**src/rtl/audio_pkg.sv**
```systemverilog
// Shared constants and types for the I2S transmit path.
package audio_pkg;

  localparam int SAMPLE_BITS    = 16;
  localparam int MCLK_PER_FRAME = 256;
  localparam int BCLK_DIV       = 4;
  localparam int SLOT_BITS      = 32;

  // Width of the mclk-per-frame counter (8 bits for 256 mclk).
  localparam int CNT_BITS = $clog2(MCLK_PER_FRAME);

  typedef logic signed [SAMPLE_BITS-1:0] sample_t;

endpackage

```
**src/rtl/i2s_clkgen.sv**
```systemverilog
// Frame timing: free-running mclk counter, registered bclk/lrclk and the
// end-of-frame load strobe.
module i2s_clkgen
  import audio_pkg::*;
(
  input  logic                mclk,
  input  logic                rst,
  output logic [CNT_BITS-1:0] c,
  output logic                bclk,
  output logic                lrclk,
  output logic                load
);

  localparam int                 DIV_BITS = $clog2(BCLK_DIV);
  localparam logic [CNT_BITS-1:0] LAST_C  = CNT_BITS'(MCLK_PER_FRAME - 1);

  // Frame counter: one step per mclk, wraps naturally at the end of a frame.
  always_ff @(posedge mclk or negedge rst) begin
    if (!rst) begin
      c <= '0;
    end else begin
      c <= c + CNT_BITS'(1);
    end
  end

  // Bit clock and word select, registered so they trail c by one mclk.
  always_ff @(posedge mclk or negedge rst) begin
    if (!rst) begin
      bclk  <= 1'b0;
      lrclk <= 1'b0;
    end else begin
      bclk  <= c[DIV_BITS-1];
      lrclk <= c[CNT_BITS-1];
    end
  end

  // Last mclk of the frame is when the next frame's samples are loaded.
  assign load = (c == LAST_C);

endmodule

```
**src/rtl/i2s_tx.sv**
```systemverilog
// I2S transmitter: captures stereo samples, loads them once per frame and
// serialises them MSB-first, one bclk after the word-select change.
//
// Handshake: valid is a one-mclk qualifier for sample_l/sample_r with no
// ready; the block never backpressures and accepts every valid sample into
// its hold registers (latest wins). sample_req marks the load cycle so a
// source can align its next sample to the frame.
module i2s_tx #(
  parameter int SAMPLE_BITS   = audio_pkg::SAMPLE_BITS,
  parameter int UNDERRUN_BITS = 8
) (
  input  logic                     mclk,
  input  logic                     rst,
  input  logic [SAMPLE_BITS-1:0]   sample_l,
  input  logic [SAMPLE_BITS-1:0]   sample_r,
  input  logic                     valid,
  input  logic                     mute,
  output logic                     bclk,
  output logic                     lrclk,
  output logic                     sdata,
  output logic                     sample_req,
  output logic [UNDERRUN_BITS-1:0] underrun_cnt
);

  import audio_pkg::*;

  localparam int DIV_BITS  = $clog2(BCLK_DIV);
  localparam int SLOT_IDX  = $clog2(SLOT_BITS);
  localparam logic [SLOT_IDX-1:0]      LAST_DATA_SLOT = SLOT_IDX'(SAMPLE_BITS);
  localparam logic [UNDERRUN_BITS-1:0] UNDERRUN_MAX   = '1;

  logic [CNT_BITS-1:0]    c;
  logic                   load;
  logic [SLOT_IDX-1:0]    slot;
  logic [DIV_BITS-1:0]    phase;
  logic                   right;
  logic                   data_slot;
  logic                   shift_now;
  logic                   starved;
  logic                   fresh;
  logic                   sdata_next;
  logic [SAMPLE_BITS-1:0] hold_l, hold_r;
  logic [SAMPLE_BITS-1:0] shift_l, shift_r;
  logic [SAMPLE_BITS-1:0] next_l, next_r;

  i2s_clkgen u_clkgen (
    .mclk  (mclk),
    .rst   (rst),
    .c     (c),
    .bclk  (bclk),
    .lrclk (lrclk),
    .load  (load)
  );

  assign sample_req = load;

  // Slot decode: slot 0 is the I2S one-bit delay, slots 1..SAMPLE_BITS carry data.
  assign phase     = c[DIV_BITS-1:0];
  assign slot      = c[DIV_BITS +: SLOT_IDX];
  assign right     = c[CNT_BITS-1];
  assign data_slot = (slot != '0) && (slot <= LAST_DATA_SLOT);
  assign shift_now = data_slot && (phase == '1);

  // A load is starved when nothing arrived since the last load, counting this cycle.
  assign starved = !(fresh || valid);

  // Load values: mute forces silence, a same-cycle sample bypasses the hold.
  always_comb begin
    next_l = hold_l;
    next_r = hold_r;
    if (mute) begin
      next_l = '0;
      next_r = '0;
    end else if (valid) begin
      next_l = sample_l;
      next_r = sample_r;
    end
  end

  // Hold registers: keep the most recent valid sample pair.
  always_ff @(posedge mclk or negedge rst) begin
    if (!rst) begin
      hold_l <= '0;
      hold_r <= '0;
    end else if (valid) begin
      hold_l <= sample_l;
      hold_r <= sample_r;
    end
  end

  // Fresh flag: a sample has arrived since the last frame load.
  always_ff @(posedge mclk or negedge rst) begin
    if (!rst) begin
      fresh <= 1'b0;
    end else if (load) begin
      fresh <= 1'b0;
    end else if (valid) begin
      fresh <= 1'b1;
    end
  end

  // Underrun counter: saturating count of starved loads.
  always_ff @(posedge mclk or negedge rst) begin
    if (!rst) begin
      underrun_cnt <= '0;
    end else if (load && starved && (underrun_cnt != UNDERRUN_MAX)) begin
      underrun_cnt <= underrun_cnt + UNDERRUN_BITS'(1);
    end
  end

  // Shift registers: parallel load at the frame boundary, then shift one bit
  // per data slot of the active channel on the last mclk of the slot.
  always_ff @(posedge mclk or negedge rst) begin
    if (!rst) begin
      shift_l <= '0;
      shift_r <= '0;
    end else if (load) begin
      shift_l <= next_l;
      shift_r <= next_r;
    end else if (shift_now) begin
      if (right) begin
        shift_r <= shift_r << 1;
      end else begin
        shift_l <= shift_l << 1;
      end
    end
  end

  assign sdata_next = data_slot && (right ? shift_r[SAMPLE_BITS-1] : shift_l[SAMPLE_BITS-1]);

  // Serial data register, trailing c by one mclk like bclk and lrclk.
  always_ff @(posedge mclk or negedge rst) begin
    if (!rst) begin
      sdata <= 1'b0;
    end else begin
      sdata <= sdata_next;
    end
  end

endmodule
```
**config.mk**
```make
export PLATFORM = sky130hd
export DESIGN_NAME = i2s_tx
export DESIGN_NICKNAME = d
export VERILOG_FILES = /design/src/rtl/audio_pkg.sv /design/src/rtl/i2s_clkgen.sv /design/src/rtl/i2s_tx.sv
export SDC_FILE = /design/constraint.sdc
export NUM_CORES = 1
export LEC_CHECK = 0
export ABC_AREA = 1
export CAP_MARGIN = 20
export CELL_PAD_IN_SITES_DETAIL_PLACEMENT = 1
export CELL_PAD_IN_SITES_GLOBAL_PLACEMENT = 2
export CORE_MARGIN = 2
export CORE_UTILIZATION = 36
export DETAILED_ROUTE_END_ITERATION = 6
export GPL_TIMING_DRIVEN = 0
export PLACE_DENSITY_LB_ADDON = 0.1
export SLEW_MARGIN = 20
export SYNTH_ARGS = -nofsm -noshare
export SYNTH_HDL_FRONTEND = slang
export SYNTH_HIERARCHICAL = 1
export SYNTH_SLANG_ARGS = --single-unit
export TNS_END_PERCENT = 1
```
**constraint.sdc**
```tcl
create_clock -name mclk -period 5.05 [get_ports mclk]
set_input_delay 0.505 -clock mclk [delete_from_list [all_inputs] [get_ports mclk]]
set_output_delay 0.505 -clock mclk [all_outputs]
set_load 0.02 [all_outputs]
```
==> impl_metrics.json <==
{
  "period_share_pct": 52.8,
  "min_path_type": "in2async",
  "clockBufferDepth": 2,
  "grt_pass1_vias": 3302,
  "cp-start-kind": "register",
  "wl_microns": 9310,
  "ir_worst_vdd_mv": 0.122,
  "worst_setup_path_end_kind": "primary output",
  "arrival_ns": 2.16,
  "cts.sinks": 84,
  "numCtsBuffers": 9,
  "synth.distinct_cells": 31,
  "power_mw": 1.28,
  "tightestPinTransition_ns": 0.493,
  "async_reset_ff_share_pct": 100,
  "h-tree-depth": 3,
  "drive_above_1_share_pct": 9.52,
  "die_w_microns": 110,
  "dp_hpwl_microns": 6620,
  "initial_core_util_pct": 36.9,
  "path_clk_slew_ns": 0.08,
  "first_pass_iters": 4,
  "globalplace.congestion": 0.721,
  "required_ns": 4.55,
  "status": "complete, no violations",
  "antennaDiodeCount": 0,
  "placed_cell_area_sq_um": 4690,
  "drt-vias-per-instance": 4.63,
  "yosys_warnings": 6,
  "netlist_instances": 484,
  "synth_edf_count": 0,
  "maxCapViolCount": 0,
  "path_max_fanout": 5,
  "p_per_area_nw_per_um2": 262,
  "design.core.area_sq_um": 10900,
  "grt_max_degree": 47,
  "path_class": "reg2out",
  "total_leakage_power_nw": 2.45,
  "synthFlopType": "dfrtp_1",
  "clockRootBuffer": "clkbuf_8",
  "vias": 3174,
  "avgSynthCellArea_sq_um": 8.31,
  "fin_nets": 580,
  "post_cts_resized": 0,
  "gr-total-overflow": 0,
  "insertion_delay_ns": 0.36,
  "utilization_pct": 44.8,
  "synthTopCellsByCount": "nand2_1, dfrtp_1, inv_1",
  "setup_viol": 0,
  "ys_top_cells_by_area": "dfrtp_1, nand2_1, and2_1",
  "synth_top_area_share_pct": 52.3,
  "antenna_found_initial": 0,
  "track_usage_pct": 17.2,
  "slew_violations": 0,
  "std_cell_rows": 38,
  "synth_most_common_cell": "nand2_1",
  "fin_crit_ns": 2.67,
  "crit_chain": "ha_1, nand3_2, nor2_2, nand2_1, nor2_1, clkdlybuf4s50_1",
  "nFillCells": 1319,
  "postCtsSetupBuffers": 0,
  "final.setup.tns_ns": 0,
  "yosys.area.top_type": "dfrtp_1",
  "maxSlewHeadroom_pct": 67.1,
  "final_antenna_net_count": 0,
  "area_growth_pct": 21.2,
  "dieArea_sq_um": 12000,
  "drt-initial-drc-count": 124,
  "fmaxAchievable_ghz": 0.375,
  "syn-num-nets": 522,
  "routedWlPerCell_microns": 13.6,
  "drc": 0,
  "seq_area_frac_synth_pct": 52.3,
  "portBuffers": 46,
  "ys_seq_elements": 84,
  "die_y_microns": 110,
  "grt_setup_unrepaired": "false",
  "design_area_sq_um": 4870,
  "slowest_delay_ns": 0.66,
  "cts_tree": "done",
  "num_io_pins": 48,
  "grt_pass1_wl_microns": 15900,
  "fin_skew_ns": 0.00741,
  "slowest_stage": "clkdlybuf4s50_1",
  "netlist_area_sq_um": 4020,
  "hold_viol_final": 0,
  "cts_hold_buf": 0
}
[routing by layer]
| metal | wire, microns | global-route usage [%] |
|---|---|---|
| met1 | 4520 | 23.3 |
| met2 | 4370 | 28.1 |
| met3 | 262 | 2.55 |
| met4 | 148 | 6.24 |
| met5 | 0 | 0 |
[through the flow]
step           std cells  worst slack [ns]  hold slack [ns]
3_5_place_dp         671              2.76            0.444
3_3_place_gp         670             0.152            0.441
6_report             686              2.38           0.0494
4_1_cts              686              2.35           0.0616
5_1_grt              686              2.21           0.0605
2_1_floorplan        484              3.00            0.209
[path summary, 6_finish.rpt]
check	start	to	slack (ns)	depth (start not counted)
worst max-delay path	u_clkgen/c[1]	sample_req	2.38	6
worst min-delay path	rst	underrun_cnt[3]	0.05	1
worst max register to register	u_clkgen/c[1]	shift_r[8]	2.92	11
worst min register to register	u_clkgen/c[1]	u_clkgen/bclk	0.46	0
max in group asynchronous	rst	hold_l[2]	4.44	2
min in group mclk	u_clkgen/c[1]	u_clkgen/bclk	0.46	0
[critical path: cells and delay by family (launching register included)]
family,cells,cell delay (ns)
buffers and inverters,1,0.66
adder cells (fa/ha/maj),1,0.22
AND/OR/NAND/NOR,4,0.52
flip-flops,1,0.41
[where the power goes]
part / total, mW / internal [mW] / switching, mW
clock: 0.473 / 0.230 / 0.243
combinational: 0.102 / 0.0503 / 0.0521
sequential: 0.700 / 0.695 / 0.00589
[layout make-up]
class	count	area, sq um	area share [%]
flip-flops and latches	84	2100	43.1
multi-input cells	334	1600	32.7
repair buffers	47	489	10.0
clock buffers	14	183	3.75
well taps	140	175	3.59
inverters	45	170	3.49
plain buffers	21	154	3.16
clock inverters	1	5.00	0.103
[logic make-up (layout without fill, tap and decap cells)]
family	Yosys count	after routing	share of synthesized area (%)
simple gates	286	286	32.3
flops	84	84	52.3
buf+inv	66	128	8.06
compound gates	37	37	4.82
xor+xnor	9	9	1.96
fa+ha+maj	2	2	0.622
[placed cells by master, fill, tap and decap left out, types with 2 or more instances in the layout]
cell type	n
and2_1	30
buf_1	2
buf_2	4
buf_4	6
buf_6	7
clkbuf_1	2
clkbuf_2	2
clkbuf_8	13
clkdlybuf4s50_1	45
clkinv_2	2
dfrtp_1	84
ha_1	2
inv_1	43
nand2_1	195
nand2_2	2
nand2_4	3
nand3_1	36
nand3_2	2
nand3_4	2
nor2_1	8
nor2_2	3
o21ai_0	28
o21ai_1	7
xnor2_1	4
xor2_1	5
[registers in the layout, summed over array words and instances (netlist names)]
signal,flops
hold_l,16
sdata,1
shift_l,16
u_clkgen/c,8
hold_r,16
shift_r,16
u_clkgen/lrclk,1
u_clkgen/bclk,1
fresh,1
underrun_cnt,8
(Power assumes the default switching activity.)
